File: config.mk
export PLATFORM = sky130hd
export DESIGN_NAME = pipe_hazard_unit_flat
export DESIGN_NICKNAME = d
export VERILOG_FILES = /design/src/rtl/pipe_hazard_unit_if.sv /design/src/rtl/pipe_hazard_unit.sv /design/src/flat_wrapper.sv
export SDC_FILE = /design/constraint.sdc
export NUM_CORES = 1
export LEC_CHECK = 0
export CELL_PAD_IN_SITES_DETAIL_PLACEMENT = 1
export CELL_PAD_IN_SITES_GLOBAL_PLACEMENT = 1
export CORE_ASPECT_RATIO = 1.5
export CORE_MARGIN = 4
export CORE_UTILIZATION = 43
export DETAILED_ROUTE_END_ITERATION = 12
export GPL_ROUTABILITY_DRIVEN = 0
export GPL_TIMING_DRIVEN = 0
export HOLD_SLACK_MARGIN = 0.1
export PLACE_DENSITY_LB_ADDON = 0.3
export SYNTH_ARGS = -nofsm -noshare
export SYNTH_HDL_FRONTEND = slang
export SYNTH_SLANG_ARGS = --single-unit
File: constraint.sdc
create_clock -name clk_i -period 3.9 [get_ports clk_i]
set_input_delay 1.17 -clock clk_i [delete_from_list [all_inputs] [get_ports clk_i]]
set_output_delay 1.17 -clock clk_i [all_outputs]
set_load 0.01 [all_outputs]
File: src/rtl/pipe_hazard_unit_if.sv
// Pipeline-side bundle for the hazard controller: ID-stage decode fields,
// branch outcome, and the stall/flush/forward controls returned to the pipeline.
interface pipe_hazard_unit_if #(
    parameter int unsigned ADDR_W = 5,
    parameter int unsigned CNT_W  = 16
);
    logic              id_valid_i;
    logic [ADDR_W-1:0] id_rs_i;
    logic [ADDR_W-1:0] id_rt_i;
    logic              id_use_rs_i;
    logic              id_use_rt_i;
    logic [ADDR_W-1:0] id_dst_i;
    logic              id_regwrite_i;
    logic              id_memread_i;
    logic              br_taken_i;

    logic              stall_o;
    logic              flush_if_id_o;
    logic              flush_id_ex_o;
    logic              flush_ex_mem_o;
    logic [1:0]        fwd_a_o;
    logic [1:0]        fwd_b_o;
    logic [CNT_W-1:0]  stall_cnt_o;
    logic [CNT_W-1:0]  flush_cnt_o;

    modport master (
        output id_valid_i, id_rs_i, id_rt_i, id_use_rs_i, id_use_rt_i,
               id_dst_i, id_regwrite_i, id_memread_i, br_taken_i,
        input  stall_o, flush_if_id_o, flush_id_ex_o, flush_ex_mem_o,
               fwd_a_o, fwd_b_o, stall_cnt_o, flush_cnt_o
    );

    modport slave (
        input  id_valid_i, id_rs_i, id_rt_i, id_use_rs_i, id_use_rt_i,
               id_dst_i, id_regwrite_i, id_memread_i, br_taken_i,
        output stall_o, flush_if_id_o, flush_id_ex_o, flush_ex_mem_o,
               fwd_a_o, fwd_b_o, stall_cnt_o, flush_cnt_o
    );
endinterface

File: src/rtl/pipe_hazard_unit.sv
// Hazard controller for the five-stage pipeline: a three-entry scoreboard
// (EX/MEM/WB) of in-flight writers drives stall, branch flush and operand
// forwarding selects, plus saturating stall/flush event counters.
module pipe_hazard_unit #(
    parameter int unsigned ADDR_W   = 5,
    parameter int unsigned BR_STAGE = 2,
    parameter int unsigned FWD_EN   = 1,
    parameter int unsigned CNT_W    = 16
) (
    input  logic              clk_i,
    input  logic              rst_n,
    pipe_hazard_unit_if.slave hz_if
);
    localparam bit BR_IN_MEM = (BR_STAGE == 2);
    localparam bit FWD_ON    = (FWD_EN != 0);

    typedef struct packed {
        logic              valid;
        logic [ADDR_W-1:0] dst;
        logic              regwrite;
        logic              memread;
    } sb_entry_t;

    sb_entry_t         ex_q, ex_d, mem_q, mem_d, wb_q, wb_d;
    logic [ADDR_W-1:0] ex_rs_q, ex_rs_d, ex_rt_q, ex_rt_d;
    logic [CNT_W-1:0]  stall_cnt_q, stall_cnt_d, flush_cnt_q, flush_cnt_d;
    logic              br_taken;
    logic              stall;

    function automatic logic writer_match(input sb_entry_t e, input logic [ADDR_W-1:0] r);
        return e.valid && e.regwrite && (e.dst == r) && (r != '0);
    endfunction

    // With forwarding only a load directly ahead cannot be bypassed in time;
    // without it every in-flight writer blocks until it leaves WB.
    function automatic logic src_hazard(input sb_entry_t ex_e, input sb_entry_t mem_e,
                                        input sb_entry_t wb_e, input logic [ADDR_W-1:0] r);
        if (FWD_ON) begin
            return writer_match(ex_e, r) && ex_e.memread;
        end
        return writer_match(ex_e, r) || writer_match(mem_e, r) || writer_match(wb_e, r);
    endfunction

    function automatic logic [1:0] fwd_sel(input sb_entry_t mem_e, input sb_entry_t wb_e,
                                           input logic [ADDR_W-1:0] r);
        if (!FWD_ON) begin
            return 2'd0;
        end
        if (writer_match(mem_e, r) && !mem_e.memread) begin
            return 2'd1;
        end
        if (writer_match(wb_e, r)) begin
            return 2'd2;
        end
        return 2'd0;
    endfunction

    // Stall, flush and forwarding controls from ID inputs and registered scoreboard
    always_comb begin
        // Flushes are gated so they read 0 while reset is held; stall and
        // forwarding already fall to 0 with the cleared scoreboard.
        br_taken = hz_if.br_taken_i && rst_n;
        stall    = hz_if.id_valid_i && !br_taken &&
                   ((hz_if.id_use_rs_i && src_hazard(ex_q, mem_q, wb_q, hz_if.id_rs_i)) ||
                    (hz_if.id_use_rt_i && src_hazard(ex_q, mem_q, wb_q, hz_if.id_rt_i)));
        hz_if.stall_o        = stall;
        hz_if.flush_if_id_o  = br_taken;
        hz_if.flush_id_ex_o  = br_taken;
        hz_if.flush_ex_mem_o = br_taken && BR_IN_MEM;
        hz_if.fwd_a_o        = fwd_sel(mem_q, wb_q, ex_rs_q);
        hz_if.fwd_b_o        = fwd_sel(mem_q, wb_q, ex_rt_q);
        hz_if.stall_cnt_o    = stall_cnt_q;
        hz_if.flush_cnt_o    = flush_cnt_q;
    end

    // Scoreboard advance: entries shift one stage, bubbles inserted on stall/flush
    always_comb begin
        wb_d = mem_q;
        if (br_taken && BR_IN_MEM) begin
            mem_d = '0;
        end else begin
            mem_d = ex_q;
        end
        ex_d    = '0;
        ex_rs_d = '0;
        ex_rt_d = '0;
        if (hz_if.id_valid_i && !stall && !br_taken) begin
            ex_d.valid    = 1'b1;
            ex_d.dst      = hz_if.id_dst_i;
            ex_d.regwrite = hz_if.id_regwrite_i;
            ex_d.memread  = hz_if.id_memread_i;
            ex_rs_d       = hz_if.id_rs_i;
            ex_rt_d       = hz_if.id_rt_i;
        end
    end

    // Saturating event counters
    always_comb begin
        stall_cnt_d = stall_cnt_q;
        flush_cnt_d = flush_cnt_q;
        if (stall && (stall_cnt_q != '1)) begin
            stall_cnt_d = stall_cnt_q + CNT_W'(1);
        end
        if (br_taken && (flush_cnt_q != '1)) begin
            flush_cnt_d = flush_cnt_q + CNT_W'(1);
        end
    end

    // State registers with asynchronous clear
    always_ff @(posedge clk_i or negedge rst_n) begin
        if (!rst_n) begin
            ex_q        <= '0;
            mem_q       <= '0;
            wb_q        <= '0;
            ex_rs_q     <= '0;
            ex_rt_q     <= '0;
            stall_cnt_q <= '0;
            flush_cnt_q <= '0;
        end else begin
            ex_q        <= ex_d;
            mem_q       <= mem_d;
            wb_q        <= wb_d;
            ex_rs_q     <= ex_rs_d;
            ex_rt_q     <= ex_rt_d;
            stall_cnt_q <= stall_cnt_d;
            flush_cnt_q <= flush_cnt_d;
        end
    end
endmodule
File: src/flat_wrapper.sv
// flat-port wrapper written by rule: the top's interface ports become plain ports
module pipe_hazard_unit_flat 
#(
    parameter int unsigned ADDR_W   = 5,
    parameter int unsigned BR_STAGE = 2,
    parameter int unsigned FWD_EN   = 1,
    parameter int unsigned CNT_W    = 16
)
  (clk_i, rst_n, hz_if_id_valid_i, hz_if_id_rs_i, hz_if_id_rt_i, hz_if_id_use_rs_i, hz_if_id_use_rt_i, hz_if_id_dst_i, hz_if_id_regwrite_i, hz_if_id_memread_i, hz_if_br_taken_i, hz_if_stall_o, hz_if_flush_if_id_o, hz_if_flush_id_ex_o, hz_if_flush_ex_mem_o, hz_if_fwd_a_o, hz_if_fwd_b_o, hz_if_stall_cnt_o, hz_if_flush_cnt_o);
  pipe_hazard_unit_if #(.ADDR_W(ADDR_W), .CNT_W(CNT_W)) hz_if_i ();
  input  logic clk_i;
  input  logic rst_n;
  input wire logic [$bits(hz_if_i.id_valid_i)-1:0] hz_if_id_valid_i;
  input wire logic [$bits(hz_if_i.id_rs_i)-1:0] hz_if_id_rs_i;
  input wire logic [$bits(hz_if_i.id_rt_i)-1:0] hz_if_id_rt_i;
  input wire logic [$bits(hz_if_i.id_use_rs_i)-1:0] hz_if_id_use_rs_i;
  input wire logic [$bits(hz_if_i.id_use_rt_i)-1:0] hz_if_id_use_rt_i;
  input wire logic [$bits(hz_if_i.id_dst_i)-1:0] hz_if_id_dst_i;
  input wire logic [$bits(hz_if_i.id_regwrite_i)-1:0] hz_if_id_regwrite_i;
  input wire logic [$bits(hz_if_i.id_memread_i)-1:0] hz_if_id_memread_i;
  input wire logic [$bits(hz_if_i.br_taken_i)-1:0] hz_if_br_taken_i;
  output wire logic [$bits(hz_if_i.stall_o)-1:0] hz_if_stall_o;
  output wire logic [$bits(hz_if_i.flush_if_id_o)-1:0] hz_if_flush_if_id_o;
  output wire logic [$bits(hz_if_i.flush_id_ex_o)-1:0] hz_if_flush_id_ex_o;
  output wire logic [$bits(hz_if_i.flush_ex_mem_o)-1:0] hz_if_flush_ex_mem_o;
  output wire logic [$bits(hz_if_i.fwd_a_o)-1:0] hz_if_fwd_a_o;
  output wire logic [$bits(hz_if_i.fwd_b_o)-1:0] hz_if_fwd_b_o;
  output wire logic [$bits(hz_if_i.stall_cnt_o)-1:0] hz_if_stall_cnt_o;
  output wire logic [$bits(hz_if_i.flush_cnt_o)-1:0] hz_if_flush_cnt_o;
  assign hz_if_i.id_valid_i = hz_if_id_valid_i;
  assign hz_if_i.id_rs_i = hz_if_id_rs_i;
  assign hz_if_i.id_rt_i = hz_if_id_rt_i;
  assign hz_if_i.id_use_rs_i = hz_if_id_use_rs_i;
  assign hz_if_i.id_use_rt_i = hz_if_id_use_rt_i;
  assign hz_if_i.id_dst_i = hz_if_id_dst_i;
  assign hz_if_i.id_regwrite_i = hz_if_id_regwrite_i;
  assign hz_if_i.id_memread_i = hz_if_id_memread_i;
  assign hz_if_i.br_taken_i = hz_if_br_taken_i;
  assign hz_if_stall_o = hz_if_i.stall_o;
  assign hz_if_flush_if_id_o = hz_if_i.flush_if_id_o;
  assign hz_if_flush_id_ex_o = hz_if_i.flush_id_ex_o;
  assign hz_if_flush_ex_mem_o = hz_if_i.flush_ex_mem_o;
  assign hz_if_fwd_a_o = hz_if_i.fwd_a_o;
  assign hz_if_fwd_b_o = hz_if_i.fwd_b_o;
  assign hz_if_stall_cnt_o = hz_if_i.stall_cnt_o;
  assign hz_if_flush_cnt_o = hz_if_i.flush_cnt_o;
  pipe_hazard_unit #(.ADDR_W(ADDR_W), .BR_STAGE(BR_STAGE), .FWD_EN(FWD_EN), .CNT_W(CNT_W)) u_core (.clk_i(clk_i), .rst_n(rst_n), .hz_if(hz_if_i));
endmodule
==> results.cfg, run 1 <==
[outcome]
result_of_the_run = finished, final reports clean

[floorplan]
design.portCount = 63
coreArea_um2 = 6850
die_height_um = 110
row_count = 37
die_area_um2 = 8430
die_w_um = 76.3
initial_utilization_pct = 44.0

[timing]
highest_clock_rate_ghz = 0.262
timing.slew.headroom_pct = 54.5
worst_clock_skew_ps = 4.82
hold_viol = 0
setup_violations = 0
period_needed_ps = 3820
unrepaired_setup_endpoints_after_global_routing = false
tns_ps = 0
period_share_pct = 98.0
slew_at_the_pin_closest_to_its_max_slew_limit_ps = 677
fin_worst_hold_slack_ps = 379
max_transition_viols_final = 0

[grt]
grt_antenna_before_repair = 0
number_of_global_route_vias_before_repair = 2591
grt_total_usage_pct = 19.2
globalRouteOverflowTotal = 0
grt_max_degree = 67
global_route_wire_length_before_repair_um = 12800

[hold_path]
holdPathStages = 0
hold_path_class = reg2reg

[placement]
dpl.hpwl_um = 5540
count_of_buffers_from_port_buffering = 62

[clock_tree]
clk_root_buffer_cell = clkbuf_8
clk_path_buf_depth = 2
clock_insertion_delay_worst_skew_ps = 330
cts_hold_buffers = 0
cts.htree.levels = 3
cts_made_buffers = 9
cts_tree = done
clkSinkCount = 65
clk_pin_slew_ps = 70

[yosys]
yosys_most_used_dff = dfrtp_1
postSynthNetCount = 290
async_flop_share_pct = 100
synth_seq_cells = 65
post_synth_inst_count = 265
synth_sequential_area_ratio_pct = 54.0
post_synth_edffs = 0
synth.distinct_cells = 34
postSynthAreaPerCell_um2 = 11.4
synth.cell_area_um2 = 3010
synth-warning-count = 0

[layout]
layout-drive-gt1-share_pct = 9.59
final_nets = 364
final.fill_count = 721
antenna_cells_inserted = 0
syn_to_final_growth_pct = 33.0

[detailed_routing]
routed_via_density = 5.41
firstDrtPassIters = 4
ant_nets = 0
route.final.wire_length_um = 7430
vias = 2283
first_iter_violations = 93
post_drt_wl_per_cell_um = 17.6
drc = 0

[worst_setup_path]
timing.setup.critical_path_class = in2out
worst-endpoint-arrival_ps = 2650
max_fanout_on_critical_path = 3
crit_path_end_kind = output port
number_of_cell_instances_on_the_worst_register_to_register_path = 7
cp-start-kind = input pin
critPathRequiredTime_ps = 2730

[power_and_ir_drop]
power_density_nw_per_um2 = 426
static_leakage_uw = 0.00172
vdd_drop_max_v = 0.000214

[job]
max-cap-violations = 0
## critical path, stage by stage
cell	delay (ps)
dlygate4sd2_1	280
or4_4	560
a21oi_4	180
nor3_2	80
a31oi_4	180
nor2_1	70
buf_2	140
## through the flow
stage	utilization [%]	instance area, um^2	std cells	total power [uW]	setup WS, ps
after global placement	54.4	3730	405	1040	-2790
after floorplan	-	3010	265	902	506
final	58.5	4010	422	1710	76.9
after CTS	58.4	4000	422	1720	81.1
after detailed placement	54.4	3730	405	1050	-576
after global routing	58.5	4010	422	1790	29.7
## power by group
group,switching (uW),total [uW],internal (uW)
Combinational,111,251,140
Sequential,62.9,787,724
Clock,256,668,412
Total,430,1710,1280
## layer usage
metal	track usage, %	part of all wire [%]
met2	35.4	57
met5	0	0
met1	19.8	37
met3	4.89	3.5
met4	9.55	2.8
## flip-flops by register name (all words and copies together) (netlist names)
signal,cells
u_core.ex_q,8
u_core.ex_rs_q,5
u_core.ex_rt_q,5
u_core.hz_if.flush_cnt_o,16
u_core.hz_if.stall_cnt_o,16
u_core.mem_q,8
u_core.wb_q,7
## cell families after synthesis
family | share of synthesized area, %
buf+inv | 1.66
simple gates | 23.8
mux | 0.748
compound gates | 2.70
xor+xnor | 16.3
fa+ha+maj | 0.831
flops | 54.0
## cell type report
cell class / count / area (um^2) / share of cell area [%]
Sequential cell: 65 / 1630 / 40.6
Multi-Input combinational cell: 191 / 1360 / 33.9
Timing Repair Buffer: 64 / 637 / 15.9
Clock buffer: 12 / 165 / 4.12
Tap cell: 78 / 97.6 / 2.44
Clock inverter: 4 / 73.8 / 1.84
Buffer: 5 / 35.0 / 0.875
Inverter: 3 / 11.3 / 0.281
## path summary, 6_finish.rpt
path | startpoint | to | slack, ps
hold / removal | u_core.mem_q[7]$_DFF_PN0_ | u_core.wb_q[7]$_DFF_PN0_ | 380
setup reg to reg | u_core.ex_q[6]$_DFF_PN0_ | u_core.hz_if.stall_cnt_o[4]$_DFFE_PN0P_ | 1770
max in group asynchronous | rst_n | u_core.ex_q[6]$_DFF_PN0_ | 2900
setup / recovery | hz_if_id_rt_i[2] | hz_if_stall_o | 80
min in group asynchronous | rst_n | u_core.hz_if.flush_cnt_o[15]$_DFFE_PN0P_ | 710
hold reg to reg | u_core.mem_q[7]$_DFF_PN0_ | u_core.wb_q[7]$_DFF_PN0_ | 380
## cells in the mapped netlist (2+ instances only)
cell       n  area share, %
nand3_1   16            2.7
nand4b_1   2           0.58
buf_4      2           0.50
dfrtp_1   65             54
or2_1      3           0.62
inv_1      3           0.37
nor2_1    11            1.4
ha_1       2           0.83
nand2_1   14            1.7
and4_1     3           0.87
xnor2_1   42             12
nor3_1     3           0.50
or4_1      3           0.75
nor4_1     9            1.9
and3_1     9            1.9
and2_1    29            6.0
nand4_1   18            3.7
xor2_1    14            4.1
mux2_1     2           0.75
## cells in the final DEF (no fill, tap or decap), types with 3 or more instances in the layout
master and count:
inv_1 3, xor2_1 14, nand4_1 18, dfrtp_1 65, nand3_1 16, clkbuf_8 12, and2_1 29, nor4_1 9
clkdlybuf4s50_1 56, or2_1 3, nor2_1 11, xnor2_1 42, dlygate4sd2_1 3, nand2_1 13, and4_1 3, buf_4 4
and3_1 9
## what timing repair did
action                     in CTS  in global routing
hold endpoints to repair        0                  0
gates resized for setup        16                  1
setup buffers                   2                  0
pin swaps                       2                  0
setup endpoints to repair       4                  2
Power figures use the tool's default switching activity.
==> run 2: changes to the inputs <==
--- a/config.mk
+++ b/config.mk
@@ -9,7 +9,7 @@
 export CELL_PAD_IN_SITES_GLOBAL_PLACEMENT = 1
 export CORE_ASPECT_RATIO = 1.5
 export CORE_MARGIN = 4
-export CORE_UTILIZATION = 43
+export CORE_UTILIZATION = 40
 export DETAILED_ROUTE_END_ITERATION = 12
 export GPL_ROUTABILITY_DRIVEN = 0
 export GPL_TIMING_DRIVEN = 0
==> constraint.sdc (replaced) <==
create_clock -name clk_i -period 3.55 [get_ports clk_i]
set_input_delay 1.065 -clock clk_i [delete_from_list [all_inputs] [get_ports clk_i]]
set_output_delay 1.065 -clock clk_i [all_outputs]
set_load 0.01 [all_outputs]
==> run 2 against run 1 <==
- first-iteration DRC count fell by 27%
- clock skew rose by 7.9 ps
- wire length fell by 2.0%
- critical path type unchanged
- critical endpoint unchanged
==> results.cfg, run 2 (synthesized netlist as in run 1, its figures left out) <==
[worst_setup_path]
timing.setup.critical_path_class = in2out
cell_with_the_biggest_individual_delay_on_the_critical_path = or4_4
timing.critical_path.slowest_cell_delay_ps = 550
cp_startpoint = hz_if_id_rt_i[1]
crit_path_end_kind = output port
cp-start-kind = input pin
max_fanout_on_critical_path = 3
worst-path-buf-inv = 2
crit-reg2reg-launch = u_core.ex_q[4]$_DFF_PN0_
worst-endpoint-arrival_ps = 2450
critical_path.cell_chain = clkdlybuf4s15_2 > or4_4 > a21oi_4 > nor3_2 > a31oi_4 > nor2_2 > buf_2
cell_family_with_most_cp_delay = simple AND/OR/NAND/NOR gates
worst_r2r_endpoint = u_core.hz_if.stall_cnt_o[4]$_DFFE_PN0P_
critPathRequiredTime_ps = 2480
critical_path_cell_count = 7
number_of_cell_instances_on_the_worst_register_to_register_path = 8
setup.reg_to_reg.worst_slack_ps = 1540
worstSetupEndpoint = hz_if_stall_o

[floorplan]
die_w_um = 78.8
initial_utilization_pct = 41.4
row_count = 38
design.portCount = 63
coreArea_um2 = 7270
die_area_um2 = 9010
die_height_um = 114

[detailed_routing]
routed_via_density = 5.07
ant_nets = 0
firstDrtPassIters = 4
first_iter_violations = 68
vias = 2259
post_drt_wl_per_cell_um = 16.3
drc = 0
route.final.wire_length_um = 7290

[layout]
fin_cells = 446
final.fill_count = 801
ff_latch_area_um2 = 1630
layout-drive-gt1-share_pct = 11.8
syn_to_final_growth_pct = 34.0
final_design_area_no_fill_um2 = 4040
top_library_cells_by_usage_in_the_layout_fill_and_taps_aside = 65 x dfrtp_1, 51 x clkdlybuf4s50_1, 42 x xnor2_1
area_taken_by_multi_input_logic_gates_um2 = 1380
final_nets = 367
final_core_util_pct = 55.5
most_common_cell_after_layout_fill_and_taps_aside = dfrtp_1
antenna_cells_inserted = 0

[job]
max-cap-violations = 0

[grt]
grt_max_degree = 67
grt_antenna_before_repair = 0
grt_total_usage_pct = 18.2
globalRouteOverflowTotal = 0
number_of_global_route_vias_before_repair = 2543
global_route_wire_length_before_repair_um = 12600

[clock_tree]
cts_hold_buffers = 0
clkSinkCount = 65
clk_pin_slew_ps = 70
cts_tree = done
clock_insertion_delay_worst_skew_ps = 340
cts_made_buffers = 9
clk_root_buffer_cell = clkbuf_8
cts.htree.levels = 3
clk_path_buf_depth = 2

[timing]
period_needed_ps = 3520
unrepaired_setup_endpoints_after_global_routing = true
slew_at_the_pin_closest_to_its_max_slew_limit_ps = 669
timing.slew.headroom_pct = 55.0
highest_clock_rate_ghz = 0.284
period_share_pct = 99.1
max_transition_viols_final = 0
hold_viol = 0
tns_ps = 0
setup_violations = 0
worst_clock_skew_ps = 12.7

[outcome]
result_of_the_run = finished, final reports clean

[power_and_ir_drop]
power_density_nw_per_um2 = 426
static_leakage_uw = 0.00175
vdd_drop_max_v = 0.000263
power.total_uw = 1720

[placement]
dpl.hpwl_um = 5240
place_inst = 427
count_of_buffers_from_port_buffering = 62
placement.cell_area_um2 = 3750

[hold_path]
hold_path_class = reg2reg
run 2: worst min path at each step:
stage,start,slack (ps),cells past startpoint,endpoint
after floorplan,u_core.mem_q[1]$_DFF_PN0_,350,0,u_core.wb_q[1]$_DFF_PN0_
after global placement,u_core.mem_q[1]$_DFF_PN0_,360,0,u_core.wb_q[1]$_DFF_PN0_
after detailed placement,u_core.mem_q[7]$_DFF_PN0_,360,0,u_core.wb_q[7]$_DFF_PN0_
after CTS,u_core.mem_q[7]$_DFF_PN0_,380,0,u_core.wb_q[7]$_DFF_PN0_
after global routing,u_core.mem_q[7]$_DFF_PN0_,400,0,u_core.wb_q[7]$_DFF_PN0_
final,u_core.mem_q[7]$_DFF_PN0_,370,0,u_core.wb_q[7]$_DFF_PN0_
run 2: area by class of cell:
| type | count | share of cell area, % |
|---|---|---|
| sequential | 65 | 40.3 |
| multi-input combinational | 191 | 34.3 |
| timing repair buffer | 67 | 16.7 |
| clock buffer | 13 | 4.19 |
| tap | 100 | 3.10 |
| buffer | 5 | 0.868 |
| clock inverter | 2 | 0.310 |
| inverter | 3 | 0.279 |
run 2: per-stage QoR:
step / setup WS (ps) / hold WS (ps)
3_5_place_dp: -701 / 363
5_1_grt: -17.0 / 402
3_3_place_gp: -2940 / 358
4_1_cts: -10.1 / 381
6_report: 30.7 / 373
2_1_floorplan: 366 / 354
run 2: per-layer routing:
layer / wire (um) / vias up / global-route usage, %
li1: - / 1069 / -
met1: 2700 / 1127 / 19.4
met2: 4150 / 49 / 33.3
met3: 289 / 14 / 4.49
met4: 155 / 0 / 8.14
met5: 0 / - / 0
run 2: power breakdown:
group	switching [uW]	internal, uW	leakage [uW]	total (uW)
Combinational	121	156	0.000787	277
Sequential	67.9	796	0.000871	864
Clock	273	306	0.0000915	579
run 2: what timing repair did:
item | 4_1_cts | 5_1_grt
gates resized for setup | 22 | 10
setup buffers | 1 | 4
pin swaps | 2 | 3
hold endpoints to repair | 0 | 0
setup endpoints to repair | 5 | 4
